File: src/rtl/mem_arbiter_if.sv
// mem_arbiter_if: fetch, data and memory bus signals shared by the arbiter and its clients
// Ports: master = arbiter side (drives acks, read data and the mem_* request),
//        slave = requesters and memory (drive requests, mem_rdata, mem_ack).
interface mem_arbiter_if #(
  parameter int AW = 32,
  parameter int DW = 32
);
  logic          i_req;
  logic [AW-1:0] i_addr;
  logic          i_ack;
  logic [DW-1:0] i_rdata;
  logic          d_req;
  logic          d_we;
  logic [AW-1:0] d_addr;
  logic [DW-1:0] d_wdata;
  logic          d_ack;
  logic [DW-1:0] d_rdata;
  logic          bus_err;
  logic          mem_req;
  logic          mem_we;
  logic [AW-1:0] mem_addr;
  logic [DW-1:0] mem_wdata;
  logic [DW-1:0] mem_rdata;
  logic          mem_ack;
  modport master (
    input  i_req, i_addr, d_req, d_we, d_addr, d_wdata, mem_rdata, mem_ack,
    output i_ack, i_rdata, d_ack, d_rdata, bus_err, mem_req, mem_we, mem_addr, mem_wdata
  );
  modport slave (
    output i_req, i_addr, d_req, d_we, d_addr, d_wdata, mem_rdata, mem_ack,
    input  i_ack, i_rdata, d_ack, d_rdata, bus_err, mem_req, mem_we, mem_addr, mem_wdata
  );
endinterface

File: src/rtl/mem_arbiter.sv
// mem_arbiter: shares one memory port between fetch and data, data-priority with fetch starvation guard and timeout
// Ports: clk, rst (async, active-high), bus (mem_arbiter_if.master: fetch i_*, data d_*, bus_err, memory mem_*).
module mem_arbiter #(
  parameter int AW           = 32,
  parameter int DW           = 32,
  parameter int STARVE_LIMIT = 4,
  parameter int TIMEOUT      = 16
) (
  input  logic          clk,
  input  logic          rst,
  mem_arbiter_if.master bus
);
  localparam int SW = $clog2(STARVE_LIMIT + 1);
  localparam int TW = $clog2(TIMEOUT + 1);
  typedef enum logic [1:0] {IDLE, IFETCH, DATA} state_t;
  state_t        state_q, state_d;
  logic [SW-1:0] starve_q, starve_d;
  logic [TW-1:0] to_q, to_d;
  logic          mem_req_q, mem_req_d, mem_we_q, mem_we_d;
  logic [AW-1:0] mem_addr_q, mem_addr_d;
  logic [DW-1:0] mem_wdata_q, mem_wdata_d;
  logic          grant, ok, to_hit, fin, pick_i, pick_d;
  always_comb begin
    grant       = state_q != IDLE;
    ok          = grant && bus.mem_ack;
    // Last allowed grant cycle: to_q has counted TIMEOUT-1 silent cycles before this one
    to_hit      = grant && !bus.mem_ack && to_q == TW'(TIMEOUT - 1);
    fin         = ok || to_hit;
    pick_i      = state_q == IDLE && bus.i_req && (!bus.d_req || starve_q >= SW'(STARVE_LIMIT));
    pick_d      = state_q == IDLE && bus.d_req && !pick_i;
    state_d     = pick_i ? IFETCH : pick_d ? DATA : fin ? IDLE : state_q;
    mem_req_d   = pick_i || pick_d || (grant && !fin);
    mem_we_d    = pick_d ? bus.d_we : grant && !fin && mem_we_q;
    mem_addr_d  = pick_i ? bus.i_addr : pick_d ? bus.d_addr : mem_addr_q;
    mem_wdata_d = pick_d ? bus.d_wdata : mem_wdata_q;
    starve_d    = pick_i ? '0
                : (bus.i_req && state_q != IFETCH && starve_q != SW'(STARVE_LIMIT)) ? starve_q + SW'(1)
                : starve_q;
    to_d        = (grant && !fin) ? to_q + TW'(1) : '0;
  end
  always_ff @(posedge clk or posedge rst) begin
    if (rst) begin
      state_q     <= IDLE;
      starve_q    <= '0;
      to_q        <= '0;
      mem_req_q   <= 1'b0;
      mem_we_q    <= 1'b0;
      mem_addr_q  <= '0;
      mem_wdata_q <= '0;
    end else begin
      state_q     <= state_d;
      starve_q    <= starve_d;
      to_q        <= to_d;
      mem_req_q   <= mem_req_d;
      mem_we_q    <= mem_we_d;
      mem_addr_q  <= mem_addr_d;
      mem_wdata_q <= mem_wdata_d;
    end
  end
  assign bus.i_ack     = state_q == IFETCH && fin;
  assign bus.d_ack     = state_q == DATA && fin;
  assign bus.bus_err   = to_hit;
  assign bus.i_rdata   = (state_q == IFETCH && ok) ? bus.mem_rdata : '0;
  assign bus.d_rdata   = (state_q == DATA && ok) ? bus.mem_rdata : '0;
  assign bus.mem_req   = mem_req_q;
  assign bus.mem_we    = mem_we_q;
  assign bus.mem_addr  = mem_addr_q;
  assign bus.mem_wdata = mem_wdata_q;
endmodule

File: src/flat_wrapper.sv
// flat-port wrapper written by rule: the top's interface ports become plain ports
module mem_arbiter_flat 
#(
  parameter int AW           = 32,
  parameter int DW           = 32,
  parameter int STARVE_LIMIT = 4,
  parameter int TIMEOUT      = 16
)
  (clk, rst, bus_i_req, bus_i_addr, bus_d_req, bus_d_we, bus_d_addr, bus_d_wdata, bus_mem_rdata, bus_mem_ack, bus_i_ack, bus_i_rdata, bus_d_ack, bus_d_rdata, bus_bus_err, bus_mem_req, bus_mem_we, bus_mem_addr, bus_mem_wdata);
  mem_arbiter_if #(.AW(AW), .DW(DW)) bus_i ();
  input  logic clk;
  input  logic rst;
  input wire logic [$bits(bus_i.i_req)-1:0] bus_i_req;
  input wire logic [$bits(bus_i.i_addr)-1:0] bus_i_addr;
  input wire logic [$bits(bus_i.d_req)-1:0] bus_d_req;
  input wire logic [$bits(bus_i.d_we)-1:0] bus_d_we;
  input wire logic [$bits(bus_i.d_addr)-1:0] bus_d_addr;
  input wire logic [$bits(bus_i.d_wdata)-1:0] bus_d_wdata;
  input wire logic [$bits(bus_i.mem_rdata)-1:0] bus_mem_rdata;
  input wire logic [$bits(bus_i.mem_ack)-1:0] bus_mem_ack;
  output wire logic [$bits(bus_i.i_ack)-1:0] bus_i_ack;
  output wire logic [$bits(bus_i.i_rdata)-1:0] bus_i_rdata;
  output wire logic [$bits(bus_i.d_ack)-1:0] bus_d_ack;
  output wire logic [$bits(bus_i.d_rdata)-1:0] bus_d_rdata;
  output wire logic [$bits(bus_i.bus_err)-1:0] bus_bus_err;
  output wire logic [$bits(bus_i.mem_req)-1:0] bus_mem_req;
  output wire logic [$bits(bus_i.mem_we)-1:0] bus_mem_we;
  output wire logic [$bits(bus_i.mem_addr)-1:0] bus_mem_addr;
  output wire logic [$bits(bus_i.mem_wdata)-1:0] bus_mem_wdata;
  assign bus_i.i_req = bus_i_req;
  assign bus_i.i_addr = bus_i_addr;
  assign bus_i.d_req = bus_d_req;
  assign bus_i.d_we = bus_d_we;
  assign bus_i.d_addr = bus_d_addr;
  assign bus_i.d_wdata = bus_d_wdata;
  assign bus_i.mem_rdata = bus_mem_rdata;
  assign bus_i.mem_ack = bus_mem_ack;
  assign bus_i_ack = bus_i.i_ack;
  assign bus_i_rdata = bus_i.i_rdata;
  assign bus_d_ack = bus_i.d_ack;
  assign bus_d_rdata = bus_i.d_rdata;
  assign bus_bus_err = bus_i.bus_err;
  assign bus_mem_req = bus_i.mem_req;
  assign bus_mem_we = bus_i.mem_we;
  assign bus_mem_addr = bus_i.mem_addr;
  assign bus_mem_wdata = bus_i.mem_wdata;
  mem_arbiter #(.AW(AW), .DW(DW), .STARVE_LIMIT(STARVE_LIMIT), .TIMEOUT(TIMEOUT)) u_core (.clk(clk), .rst(rst), .bus(bus_i));
endmodule
File: config.mk
export PLATFORM = sky130hd
export DESIGN_NAME = mem_arbiter_flat
export DESIGN_NICKNAME = d
export VERILOG_FILES = /design/src/rtl/mem_arbiter_if.sv /design/src/rtl/mem_arbiter.sv /design/src/flat_wrapper.sv
export SDC_FILE = /design/constraint.sdc
export NUM_CORES = 1
export LEC_CHECK = 0
export BUFFER_PORTS_ARGS = -buffer_cell sky130_fd_sc_hd__buf_4
export CAP_MARGIN = 15
export CORE_UTILIZATION = 37
export CTS_CLUSTER_DIAMETER = 80
export DETAILED_ROUTE_END_ITERATION = 8
export PLACE_DENSITY = 0.85
export SLEW_MARGIN = 20
export SYNTH_ARGS = -nofsm -noshare
export SYNTH_HDL_FRONTEND = slang
export SYNTH_SLANG_ARGS = --single-unit
File: constraint.sdc
create_clock -name clk -period 2.2 [get_ports clk]
set_input_delay 0.11 -clock clk [delete_from_list [all_inputs] [get_ports clk]]
set_output_delay 0.11 -clock clk [all_outputs]
set_load 0.02 [all_outputs]
Yosys cells after proc, flatten, opt, wreduce, memory -nomap -nowiden
Cells that the tools add are included.
W data, S select, Z words.
{"block": "classes", "addsub": 2, "n_lt_le_gt_ge": 1, "n_eq_ne": 5, "muxes": 11, "reduce_logical": 28}
{"op": "$mux W32", "n": 4}
{"op": "$logic_and A1 B1 Y1", "n": 15}
{"op": "$mux W2", "n": 3}
{"op": "$mux W3", "n": 2}
{"op": "$reduce_bool A2 Y1", "n": 3}
{"op": "$add A5 B1 Y5 const B", "n": 1}
{"op": "$eq A5 B4 Y1 const B", "n": 1}
{"op": "$mux W5", "n": 1}
{"op": "$logic_not A1 Y1", "n": 4}
{"op": "$logic_or A1 B1 Y1", "n": 4}
{"op": "$add A3 B1 Y3 const B", "n": 1}
{"op": "$ge A3 B3 Y1 const B", "n": 1}
{"op": "$ne A3 B3 Y1 const B", "n": 1}
{"op": "$reduce_bool A3 Y1", "n": 1}
{"op": "$eq A2 B1 Y1 const B", "n": 1}
{"op": "$eq A2 B2 Y1 const B", "n": 1}
{"op": "$logic_not A2 Y1", "n": 1}
{"op": "$ne A2 B1 Y1 const B", "n": 1}
{"op": "$mux W1", "n": 1}
{"block": "word_totals", "register_bits": 76, "input_bits": 134, "output_inout_bits": 133, "word_cells": 54}

Longest topological paths before layout
Gate-level depths: netlist of run 1.
{"block": "depth", "ltp_word": 8, "depth_mapped": 6, "depth_no_buf": 6}

Worst setup path after synthesis of run 1
No wires, ideal clock.
{"block": "synth_timing", "kind": "reg2reg", "start": "register u_core.to_q[0]", "end": "register u_core.mem_we_q, in the netlist u_core.bus.mem_we", "setup_time_ps": 78, "t_arrival_ps": 1495, "required_time_ps": 2122, "slack_ps": 626, "stages_incl_launch_ff": 7, "n_path_buf": 0, "period_less_slack_ps": 1574, "cell_sequence": "dfrtp_1 > ha_1 > and3_1 > ha_1 > nor2_1 > o21ai_1 > o2bb2ai_1"}
{"block": "synth_between", "elab_chain_cells": 7}
{"item": "start: declaration", "line": "mem_arbiter.sv:18", "rtl": "logic [TW-1:0] to_q, to_d;"}
{"item": "start signal: assignment", "line": "mem_arbiter.sv:53", "rtl": "to_q <= to_d;"}
{"item": "$eq A5 B4 Y1", "line": "mem_arbiter.sv:27", "rtl": "to_hit = grant && !bus.mem_ack && to_q == TW'(TIMEOUT - 1);"}
{"item": "$logic_and A1 B1 Y1", "line": "mem_arbiter.sv:27"}
{"item": "$logic_or A1 B1 Y1", "line": "mem_arbiter.sv:28", "rtl": "fin = ok || to_hit;"}
{"item": "$logic_not A1 Y1", "line": "mem_arbiter.sv:33", "rtl": "mem_we_d = pick_d ? bus.d_we : grant && !fin && mem_we_q;"}
{"item": "$logic_and A1 B1 Y1 (2 in a row)", "line": "mem_arbiter.sv:33"}
{"item": "$mux W1", "line": "mem_arbiter.sv:33"}
{"item": "net u_core.mem_we_d", "line": "mem_arbiter.sv:19", "rtl": "logic mem_req_q, mem_req_d, mem_we_q, mem_we_d;"}
{"item": "end signal: assignment", "line": "mem_arbiter.sv:55", "rtl": "mem_we_q <= mem_we_d;"}
{"item": "end: declaration", "line": "mem_arbiter.sv:19"}
The timed path passes the listed nets, and every way through them passes these cells.
A chain may end at the register's enable or synchronous reset.

Worst setup path in the final report of run 1
{"block": "layout_timing", "start": "register u_core.to_q[0]", "end": "output port bus_d_ack"}
{"block": "layout_between", "elab_chain_cells": 4}
{"item": "$eq A5 B4 Y1", "line": "mem_arbiter.sv:27"}
{"item": "$logic_and A1 B1 Y1", "line": "mem_arbiter.sv:27"}
{"item": "$logic_or A1 B1 Y1", "line": "mem_arbiter.sv:28"}
{"item": "$logic_and A1 B1 Y1", "line": "mem_arbiter.sv:61", "rtl": "assign bus.d_ack = state_q == DATA && fin;"}
{"item": "end: declaration", "line": "flat_wrapper.sv:23", "rtl": "output wire logic [$bits(bus_i.d_ack)-1:0] bus_d_ack;"}
No other way between the ends.

==> run summary, run 1 <==
Postcts setup bufs: 0
Largest net degree at the start of global routing: 67
Hold slack: 17.94 ps
Critical Path Slowest Stage Cell: dfrtp_1
Commonest non-fill, non-tap cells in the layout: 272 x buf_4, 76 x dfrtp_1, 63 x dlygate4sd3_1, 34 x and3_1, 33 x and2_1
Initial Util: 0.3820
Crit path largest cell delay: 400 ps
DRT Wirelength: 13.04 mm
Register area share after synthesis: 0.5070
Gate Count Post-Synth: 314
Top FF cell, synth: dfrtp_1
Vias per inst: 4.952
Routability cong.: 0.7239
CTS tree: done
Final setup skew: 10.32 ps
Clk root buf: clkbuf_8
Port Buffer Count: 266
Slew @ Worst Pin: 684.8 ps
Die Width: 102.7 um
Worst-path clk slew: 70 ps
Fmax: 509.7 MHz
Pwr dens: 1177 nW/um^2
Fill count: 703
Final Hold Viols: 0
Crit path DAT: 1850 ps
Final core occ: 0.6764
Final setup violation count: 0
Most used cell, CP: ha_1
Total CTS buffers: 9
Critical setup path kind: reg -> out
Initial antenna violation count: 0
Clock latency on the worst-skew pair: 340 ps
Remaining DRCs: 0
Gr ovfl total: 0
Vias in the first global route: 3780
Critical Path RT: 2090 ps
Tot Pwr: 7.818 mW
Fin crit share: 0.8918
Final Instance Area: 6641 sq um
Area grow syn2layout: 77.05%
# hold bufs at CTS: 61
Worst setup EP type: output pin
Final Max Tran Viols: 0
Buffer and inverter count on the worst path: 1
Routed length per placed instance: 16.89 um
Starting DRT DRC Count: 115
Total GRT Usage: 0.2377
CP Max Fanout: 5
Leakage: 3.493 nW
EDFF count, synth: 0
VDD IR max: 0.6323 mV
RSZ-0062 raised after global routing: no
Worst relative slew slack: 0.5434
CTS H-tree depth: 3
Initial DRT Pass Iterations: 4
Synthesized Nets: 452
CP delay by family, top: simple AND/OR/NAND/NOR gates
Area after DPL: 5836 sq um
Die Area: 10550 sq um
Post-route ant nets: 0
Core ar.: 9819 sq um
Max-Cap Viols: 0
Final #Nets: 773
Clk sinks: 76
Commonest non-fill, non-tap cell in the layout: buf_4
Syn_area_per_cell: 11.95 sq um
Final min period: 1962 ps
Synthesized area: 3751 sq um
Status: finished, final reports clean
DP HPWL: 8.622 mm
Distinct cells, synth: 38
Seq cells post-synth: 76
# rows: 36
Vias: 3823
# diodes: 0
First-pass GRT wire length: 18.87 mm
Register Area: 1902 sq um
Footprint of the multi-input gates: 1659 sq um
Hold Crit Class: in -> reg
Die height: 102.7 um
Yosys warning total: 0
Post-synth ARST share: 1.000
Setup_tns: 0 ps
CP Launch Type: flop
Worst path cell trace: ha_1 -> and3_1 -> ha_1 -> nor2_1 -> nor3b_1 -> buf_4
Post_cts resized: 0
Fraction of final layout cells with drive strength greater than 1: 0.6072
Top-Level Pins: 267
Clk buf depth: 2
==> worst paths after layout <==
path                                                       endpoint  depth (start not counted)                     start  slack (ps)
worst max-delay path                                      bus_d_ack                          6  u_core.to_q[0]$_DFF_PP0_         240
worst min-delay path            u_core.bus.mem_addr[22]$_DFFE_PP0P_                          2            bus_d_addr[22]          20
worst max register to register          u_core.bus.mem_we$_DFF_PP0_                          6  u_core.to_q[0]$_DFF_PP0_         430
worst min register to register             u_core.to_q[0]$_DFF_PP0_                          1  u_core.to_q[0]$_DFF_PP0_         480
max in group asynchronous        u_core.bus.mem_addr[7]$_DFFE_PP0P_                          4                       rst        1050
min in group asynchronous       u_core.bus.mem_addr[21]$_DFFE_PP0P_                          3                       rst         480
==> synthesized netlist by cell type (4+ instances only) <==
| master | n | area share |
|---|---|---|
| and3_2 | 31 | 0.062 |
| ha_1 | 4 | 0.013 |
| nor2_1 | 7 | 0.0070 |
| nand2_1 | 4 | 0.0040 |
| and3_1 | 34 | 0.057 |
| clkbuf_2 | 4 | 0.0053 |
| and2_1 | 33 | 0.055 |
| clkbuf_1 | 14 | 0.014 |
| inv_1 | 7 | 0.0070 |
| mux2_2 | 32 | 0.096 |
| dfrtp_1 | 76 | 0.51 |
| a221o_2 | 29 | 0.087 |
==> registers in the layout, indices dropped and copies added, names as in the netlist <==
name and flops:
u_core.bus.mem_we 1, u_core.state_q 2, u_core.starve_q 3, u_core.bus.mem_req 1, u_core.bus.mem_wdata 32, u_core.bus.mem_addr 32
u_core.to_q 5
==> layout make-up <==
class,count,share of cell area
Inverter,7,0.003956
Clock buffer,10,0.02072
Tap cell,133,0.02506
Timing Repair Buffer,337,0.4084
Clock inverter,5,0.005652
Sequential cell,76,0.2864
Multi-Input combinational cell,204,0.2498
==> metrics by stage <==
step	std cells	worst slack [ps]
2_1_floorplan	314	151.7
3_3_place_gp	694	520.4
3_5_place_dp	694	473.5
4_1_cts	770	220.6
5_1_grt	772	102.3
6_report	772	238.1
==> routing by layer <==
layer / vias up / part of all wire / routed length (um) / track usage
met5: - / 0 / 0 / 0
met4: 0 / 0.027 / 358 / 0.1066
met3: 33 / 0.058 / 752 / 0.04610
met2: 165 / 0.51 / 6630 / 0.4077
met1: 1830 / 0.41 / 5299 / 0.2898
li1: 1795 / - / - / -
==> power by group <==
group,internal (mW),leakage [nW],switching (mW)
combinational,2.14,2.48,2.23
clock,0.438,0.0848,0.512
sequential,2.06,0.927,0.433
==> kinds of logic (layout without fill, tap and decap cells) <==
logic type	after synthesis	count (layout)	share of synthesized area
compound gates	43	43	0.1144
xor+xnor	2	2	0.004671
fa+ha+maj	4	4	0.01334
buf+inv	34	359	0.05304
flops	76	76	0.5070
mux	32	32	0.09607
simple gates	123	123	0.2115
Note: power is estimated with default switching activity, not from simulation.
==> run 2: changes to the inputs <==
--- a/config.mk
+++ b/config.mk
@@ -5,12 +5,14 @@
 export SDC_FILE = /design/constraint.sdc
 export NUM_CORES = 1
 export LEC_CHECK = 0
+export ABC_AREA = 1
 export BUFFER_PORTS_ARGS = -buffer_cell sky130_fd_sc_hd__buf_4
 export CAP_MARGIN = 15
 export CORE_UTILIZATION = 37
 export CTS_CLUSTER_DIAMETER = 80
 export DETAILED_ROUTE_END_ITERATION = 8
-export PLACE_DENSITY = 0.85
+export PLACE_DENSITY = 0.84
+export REMOVE_ABC_BUFFERS = 1
 export SLEW_MARGIN = 20
 export SYNTH_ARGS = -nofsm -noshare
 export SYNTH_HDL_FRONTEND = slang
==> run summary, run 2 <==
Clk root buf: clkbuf_8
Buffer and inverter count on the worst path: 3 (+2)
Port Buffer Count: 266 (unchanged)
Top-count cell post-synth: nand3_1
Final Max Tran Viols: 0 (unchanged)
Post-route ant nets: 0 (unchanged)
VDD IR max: 0.6997 mV (+11%)
Critical Path Slowest Stage Cell: dlygate4sd3_1
First-pass GRT wire length: 24.25 mm (+28%)
M2 GR Usage: 0.5323 (+0.1247)
Initial DRT Pass Iterations: 5 (+1)
Top FF cell, synth: dfrtp_1
Most used cell, CP: nand3_1
Most area-hungry cell type in the Yosys netlist: dfrtp_1
Switch share: 0.4297 (+0.02325)
Total GRT Usage: 0.3003 (+0.06254)
Worst R2R Start: u_core.state_q[1]$_DFFE_PP0P_
Final WS setup: 168.8 ps (-69.28 ps)
Die Area: 10700 sq um (+1.5%)
Slew @ Worst Pin: 657.1 ps (-27.64 ps)
Worst setup EP type: flop
Yosys warning total: 0 (unchanged)
Commonest non-fill, non-tap cell in the layout: buf_4
Worst relative slew slack: 0.5603 (+0.01694)
Core ar.: 9864 sq um (+0.46%)
Synthesized area: 3809 sq um (+1.5%)
DRT Wirelength: 16.18 mm (+24%)
DP Worst Slack: 568.1 ps (+94.65 ps)
Fmax: 492.3 MHz (-3.4%)
P_int: 4.639 mW (about the same)
Clk sinks: 76 (unchanged)
Syn_area_per_cell: 7.679 sq um (-36%)
Distinct cells, synth: 20 (-47%)
Postcts setup bufs: 0 (unchanged)
Worst path cell trace: nor2_4 -> nand2_4 -> inv_2 -> buf_12 -> nand3_1 -> nand3_1 -> dlygate4sd3_1
Remaining DRCs: 0 (unchanged)
Gate Count Post-Synth: 496 (+58%)
Pwr dens: 1173 nW/um^2 (-0.37%)
Leakage: 3.847 nW (+10%)
Clock latency on the worst-skew pair: 340 ps (about the same)
Share of power burned in registers: 0.303 (-0.016)
Met1 GRT Util: 0.3421 (+0.05231)
Starting DRT DRC Count: 244 (+110%)
Largest net degree at the start of global routing: 77 (+15%)
Hold_sp: bus_d_addr[25]
Die height: 103.5 um (+0.74%)
Final #Nets: 967 (+25%)
Gr ovfl total: 0 (unchanged)
Final Hold Viols: 0 (unchanged)
CP delay by family, top: buffers and inverters
Max-Cap Viols: 0 (unchanged)
Clk pwr share: 0.168 (+0.047)
Post-synth ARST share: 1.000 (unchanged)
Final setup violation count: 0 (unchanged)
Gate power share: 0.529 (-0.030)
Routed length per placed instance: 16.68 um (-1.3%)
Most Crowded Layer GR: met2
Vias: 4905 (+28%)
CP Launch Type: flop
Die Width: 103.5 um (+0.74%)
Initial Util: 0.3861 (+0.004090)
Vias per inst: 5.057 (+2.1%)
Fin crit share: 0.9233 (+0.03149)
Top-Level Pins: 267 (unchanged)
Final min period: 2031 ps (+69.28 ps)
List of most frequent post-synthesis cells: 141 x nand3_1, 111 x nand2_1, 76 x dfrtp_1
Met3 Use GR: 0.07258 (+0.02648)
CTS H-tree depth: 3 (unchanged)
Area grow syn2layout: 82.10%
Tot Pwr: 8.134 mW (+4.0%)
Reg2reg setup slack: 170 ps (-260 ps)
# rows: 36 (unchanged)
Critical setup path kind: reg -> reg
Hold Crit Class: in -> reg
Reg2reg path depth: 7 (+1)
Total CTS buffers: 9 (unchanged)
Crit path largest cell delay: 550 ps (+150 ps)
Post-synth top area share: 0.4993 (-0.007662)
EDFF count, synth: 0 (unchanged)
Vias in the first global route: 4785 (+27%)
Crit path DAT: 2310 ps (+460 ps)
DP HPWL: 9.866 mm (+14%)
CTS tree: done
Setup crit start: u_core.state_q[1]$_DFFE_PP0P_
Area contributors post-synth: dfrtp_1 50%, nand3_1 19%, nand2_1 11%
Hold depth: 3 (+1)
Setup_tns: 0 ps (unchanged)
Critical Path RT: 2480 ps (+390 ps)
Switch Pwr: 3.495 mW (+10%)
RSZ-0062 raised after global routing: no
Worst-path clk slew: 90 ps (+20 ps)
Register area share after synthesis: 0.4993 (-0.007662)
Commonest non-fill, non-tap cells in the layout: 272 x buf_4, 140 x nand3_1, 111 x nand2_1, 80 x dlygate4sd3_1, 76 x dfrtp_1
Initial antenna violation count: 3 (+3)
Final setup skew: 8.127 ps (-2.189 ps)
Clk buf depth: 2 (unchanged)
Fraction of final layout cells with drive strength greater than 1: 0.3585 (-0.2487)
Seq cells post-synth: 76 (unchanged)
Critical R2R Capture: u_core.bus.mem_addr[18]$_DFFE_PP0P_
CP Max Fanout: 65 (+60)
Worst hold endpoint: u_core.bus.mem_addr[25]$_DFFE_PP0P_
Status: finished, final reports clean
Routability cong.: 0.8306 (+15%)
-- run 2: through the flow --
stage                     std cells    util  instance area [sq um]  hold WS (ps)
after floorplan                 463       -                   3603         243.5
after CTS                       967  0.7019                   6924         1.324
after global placement          871  0.5946                   5866         224.3
after global routing            970  0.7031                   6935         11.95
after detailed placement        871  0.5946                   5866         240.2
final                           970  0.7031                   6935         16.71
-- run 2: worst min-delay path, cell delays in order --
cell and delay, ps:
buf_4 80, nand3_1 60, nand3_1 80
-- run 2: logic make-up after synthesis --
logic type | share of synthesized area
and+or+nand+nor | 0.3824
buffers and inverters | 0.1002
DFF | 0.4993
adders and majority gates | 0.01314
AOI/OAI and AO/OA | 0.002626
xor gates and xnor gates | 0.002300
-- run 2: how the worst max path moves through the flow --
stage | endpoint | slack, ps | cells after the start
after floorplan | u_core.bus.mem_wdata[0]$_DFFE_PP0P_ | 120 | 6
after global placement | bus_d_ack | 590 | 9
after detailed placement | u_core.to_q[3]$_DFF_PP0_ | 570 | 9
after CTS | u_core.bus.mem_addr[20]$_DFFE_PP0P_ | 180 | 7
after global routing | u_core.bus.mem_addr[0]$_DFFE_PP0P_ | 20 | 7
final | u_core.bus.mem_addr[18]$_DFFE_PP0P_ | 170 | 7
-- run 2: per-layer routing --
layer  routed length [um]  share of wire  vias to the layer above
met4                  512          0.032                        0
li1                     -              -                     2237
met3                 1514          0.094                       48
met2                 8525           0.53                      324
met5                    0              0                        -
met1                 5625           0.35                     2296
-- run 2: power by group through the flow --
stage	clock network (mW)	logic [mW]	registers, mW
after floorplan	0	1.36	3.07
after global placement	0	3.77	2.39
after detailed placement	0	3.88	2.42
after CTS	1.38	4.18	2.41
after global routing	1.44	4.63	2.52
final	1.37	4.30	2.46
-- run 2: cell type report --
class | instances | area (sq um)
diodes | 3 | 7.507
clock buffers | 11 | 151.4
clock inverters | 5 | 106.4
fillers | 676 | 2929
inverters | 47 | 177.7
multi-input cells | 340 | 1530
flip-flops and latches | 76 | 1902
well taps | 133 | 166.4
repair buffers | 355 | 2894
-- run 2: timing repair --
item / 4_1_cts / 5_1_grt
gates resized for setup: 0 / 1
endpoints found under the hold margin: 140 / 0
hold buffers: 80 / 0
setup endpoints to repair: 0 / 1
==> run 3: changes to the inputs <==
--- a/config.mk
+++ b/config.mk
@@ -11,7 +11,7 @@
 export CORE_UTILIZATION = 37
 export CTS_CLUSTER_DIAMETER = 80
 export DETAILED_ROUTE_END_ITERATION = 8
-export PLACE_DENSITY = 0.84
+export PLACE_DENSITY = 0.79
 export REMOVE_ABC_BUFFERS = 1
 export SLEW_MARGIN = 20
 export SYNTH_ARGS = -nofsm -noshare
==> run summary, run 3 (same netlist as run 2, synthesis figures left out) <==
Switch share: 0.4213 (-0.008387)
Worst relative slew slack: 0.5180 (-0.04238)
First-pass GRT wire length: 23.78 mm (-1.9%)
Initial DRT Pass Iterations: 5 (unchanged)
Hold Crit Class: in -> reg
Crit path largest cell delay: 610 ps (+60 ps)
Final #Nets: 980 (+1.3%)
Top-Level Pins: 267 (unchanged)
Final min period: 2100 ps (+68.63 ps)
Clk root buf: clkbuf_8
Crit path DAT: 2330 ps (+20 ps)
Post-placement cell count: 874 (+0.34%)
Fraction of final layout cells with drive strength greater than 1: 0.3554 (-0.003141)
Die Area: 10700 sq um (unchanged)
VDD IR max: 0.8322 mV (+19%)
Non-filler cells, final: 980 (+1.0%)
Hold slack: 10.13 ps (-6.584 ps)
P_int: 4.833 mW (+4.2%)
Vias in the first global route: 4955 (+3.6%)
Fill count: 724 (+7.1%)
Die height: 103.5 um (unchanged)
Commonest non-fill, non-tap cell in the layout: buf_4
DP HPWL: 10.03 mm (+1.6%)
Clock latency on the worst-skew pair: 370 ps (+30 ps)
Die Width: 103.5 um (unchanged)
Reg2reg path depth: 6 (-1)
Final setup violation count: 0 (unchanged)
# diodes: 0 (-3)
Initial antenna violation count: 0 (-3)
Fin crit share: 0.9545 (+0.03120)
Post-route ant nets: 0 (unchanged)
Remaining DRCs: 0 (unchanged)
Total CTS buffers: 9 (unchanged)
CP Max Fanout: 36 (-45%)
Fmax: 476.2 MHz (-3.3%)
CP Depth: 6 (-1)
Clk sinks: 76 (unchanged)
Hold depth: 3 (unchanged)
Worst setup EP type: flop
Vias per inst: 4.987 (-1.4%)
Routed length per placed instance: 16.45 um (-1.4%)
Commonest non-fill, non-tap cells in the layout: 276 x buf_4, 140 x nand3_1, 111 x nand2_1, 90 x dlygate4sd3_1, 76 x dfrtp_1
Critical setup path kind: reg -> reg
Area after DPL: 5863 sq um (about the same)
Max-Cap Viols: 0 (unchanged)
Starting DRT DRC Count: 335 (+37%)
CTS H-tree depth: 3 (unchanged)
Final Hold Viols: 0 (unchanged)
Worst path cell trace: nor2_4 -> nand3_2 -> buf_6 -> nand3_1 -> nand3_1 -> dlygate4sd3_1
Port Buffer Count: 266 (unchanged)
CP Launch Type: flop
Share of power burned in registers: 0.293 (-0.010)
Critical Path Slowest Stage Cell: dlygate4sd3_1
Leakage: 3.907 nW (+1.6%)
Clk buf depth: 2 (unchanged)
CP delay by family, top: buffers and inverters
Setup_tns: 0 ps (unchanged)
Gr ovfl total: 0 (unchanged)
Final Max Tran Viols: 0 (unchanged)
Routability cong.: 0.7920 (-4.6%)
Core ar.: 9864 sq um (unchanged)
Clk pwr share: 0.170 (+0.002)
Final core occ: 0.7132 (+0.01015)
Gate power share: 0.538 (+0.009)
Reg2reg setup slack: 100 ps (-70 ps)
Vias: 4887 (-0.37%)
Critical Path RT: 2430 ps (-50 ps)
Status: finished, final reports clean
DRT Wirelength: 16.12 mm (-0.38%)
# rows: 36 (unchanged)
Final Instance Area: 7036 sq um (+1.4%)
Final setup skew: 14.96 ps (+6.835 ps)
RSZ-0062 raised after global routing: no
Slew @ Worst Pin: 720.5 ps (+63.34 ps)
Switch Pwr: 3.519 mW (+0.67%)
Pwr dens: 1187 nW/um^2 (+1.2%)
Worst-path clk slew: 80 ps (about the same)
Buffer and inverter count on the worst path: 2 (-1)
Largest net degree at the start of global routing: 48 (-38%)
Most used cell, CP: nand3_1
Area grow syn2layout: 84.72%
Total GRT Usage: 0.2973 (-0.002955)
CTS tree: done
Initial Util: 0.3861 (unchanged)
[run 3: changes by cell type in the layout (fill, tap and decap cells not counted), moves of 2 or more]
cell / previous run / this run
buf_12: 2 / 0
buf_4: 272 / 276
clkbuf_8: 11 / 9
diode_2: 3 / 0
dlygate4sd3_1: 80 / 90
[run 3: what timing repair did]
action                                 CTS  global route
gates resized for setup                  0             2
setup endpoints to repair                0             4
setup buffers                            0             0
endpoints found under the hold margin   92             0
hold buffers                            90             0
[run 3: power groups by stage]
stage	Combinational, mW	Sequential (mW)	Clock, mW
2_1_floorplan	1.36	3.07	0
3_3_place_gp	3.80	2.39	0
3_5_place_dp	3.87	2.41	0
4_1_cts	4.34	2.41	1.42
5_1_grt	4.80	2.51	1.50
6_report	4.49	2.44	1.42
[run 3: area by class of cell]
| type | count | area (sq um) | share of cell area |
|---|---|---|---|
| multi-input combinational | 340 | 1530 | 0.2175 |
| clock buffer | 10 | 127.6 | 0.01814 |
| inverter | 47 | 177.7 | 0.02525 |
| clock inverter | 6 | 136.4 | 0.01938 |
| tap | 133 | 166.4 | 0.02365 |
| sequential | 76 | 1902 | 0.2703 |
| timing repair buffer | 368 | 2995 | 0.4258 |
[run 3: layer usage]
metal  part of all wire  GRT usage  up-vias
met1               0.35     0.3112     2278
met5                  0          0        -
li1                   -          -     2264
met3              0.094    0.06116       41
met4              0.038     0.1647        0
met2               0.52     0.5537      304
[run 3: worst paths after layout]
check                                               from                              endpoint
min in group asynchronous                            rst  u_core.bus.mem_wdata[24]$_DFFE_PP0P_
min                                       bus_d_addr[22]   u_core.bus.mem_addr[22]$_DFFE_PP0P_
max in group asynchronous                            rst  u_core.bus.mem_wdata[28]$_DFFE_PP0P_
max reg2reg                u_core.state_q[0]$_DFFE_PP0P_   u_core.bus.mem_addr[11]$_DFFE_PP0P_
min reg2reg                     u_core.to_q[0]$_DFF_PP0_              u_core.to_q[0]$_DFF_PP0_
max                        u_core.state_q[0]$_DFFE_PP0P_   u_core.bus.mem_addr[11]$_DFFE_PP0P_
[run 3: worst min-delay path, stage by stage]
cell and delay (ps):
buf_4 80, nand3_1 60, nand3_1 80
[run 3: metrics by stage]
step	total power [mW]	worst slack, ps
2_1_floorplan	4.427	125.0
3_3_place_gp	6.183	683.5
3_5_place_dp	6.284	555.6
4_1_cts	8.174	156.3
5_1_grt	8.807	8.238
6_report	8.351	100.2
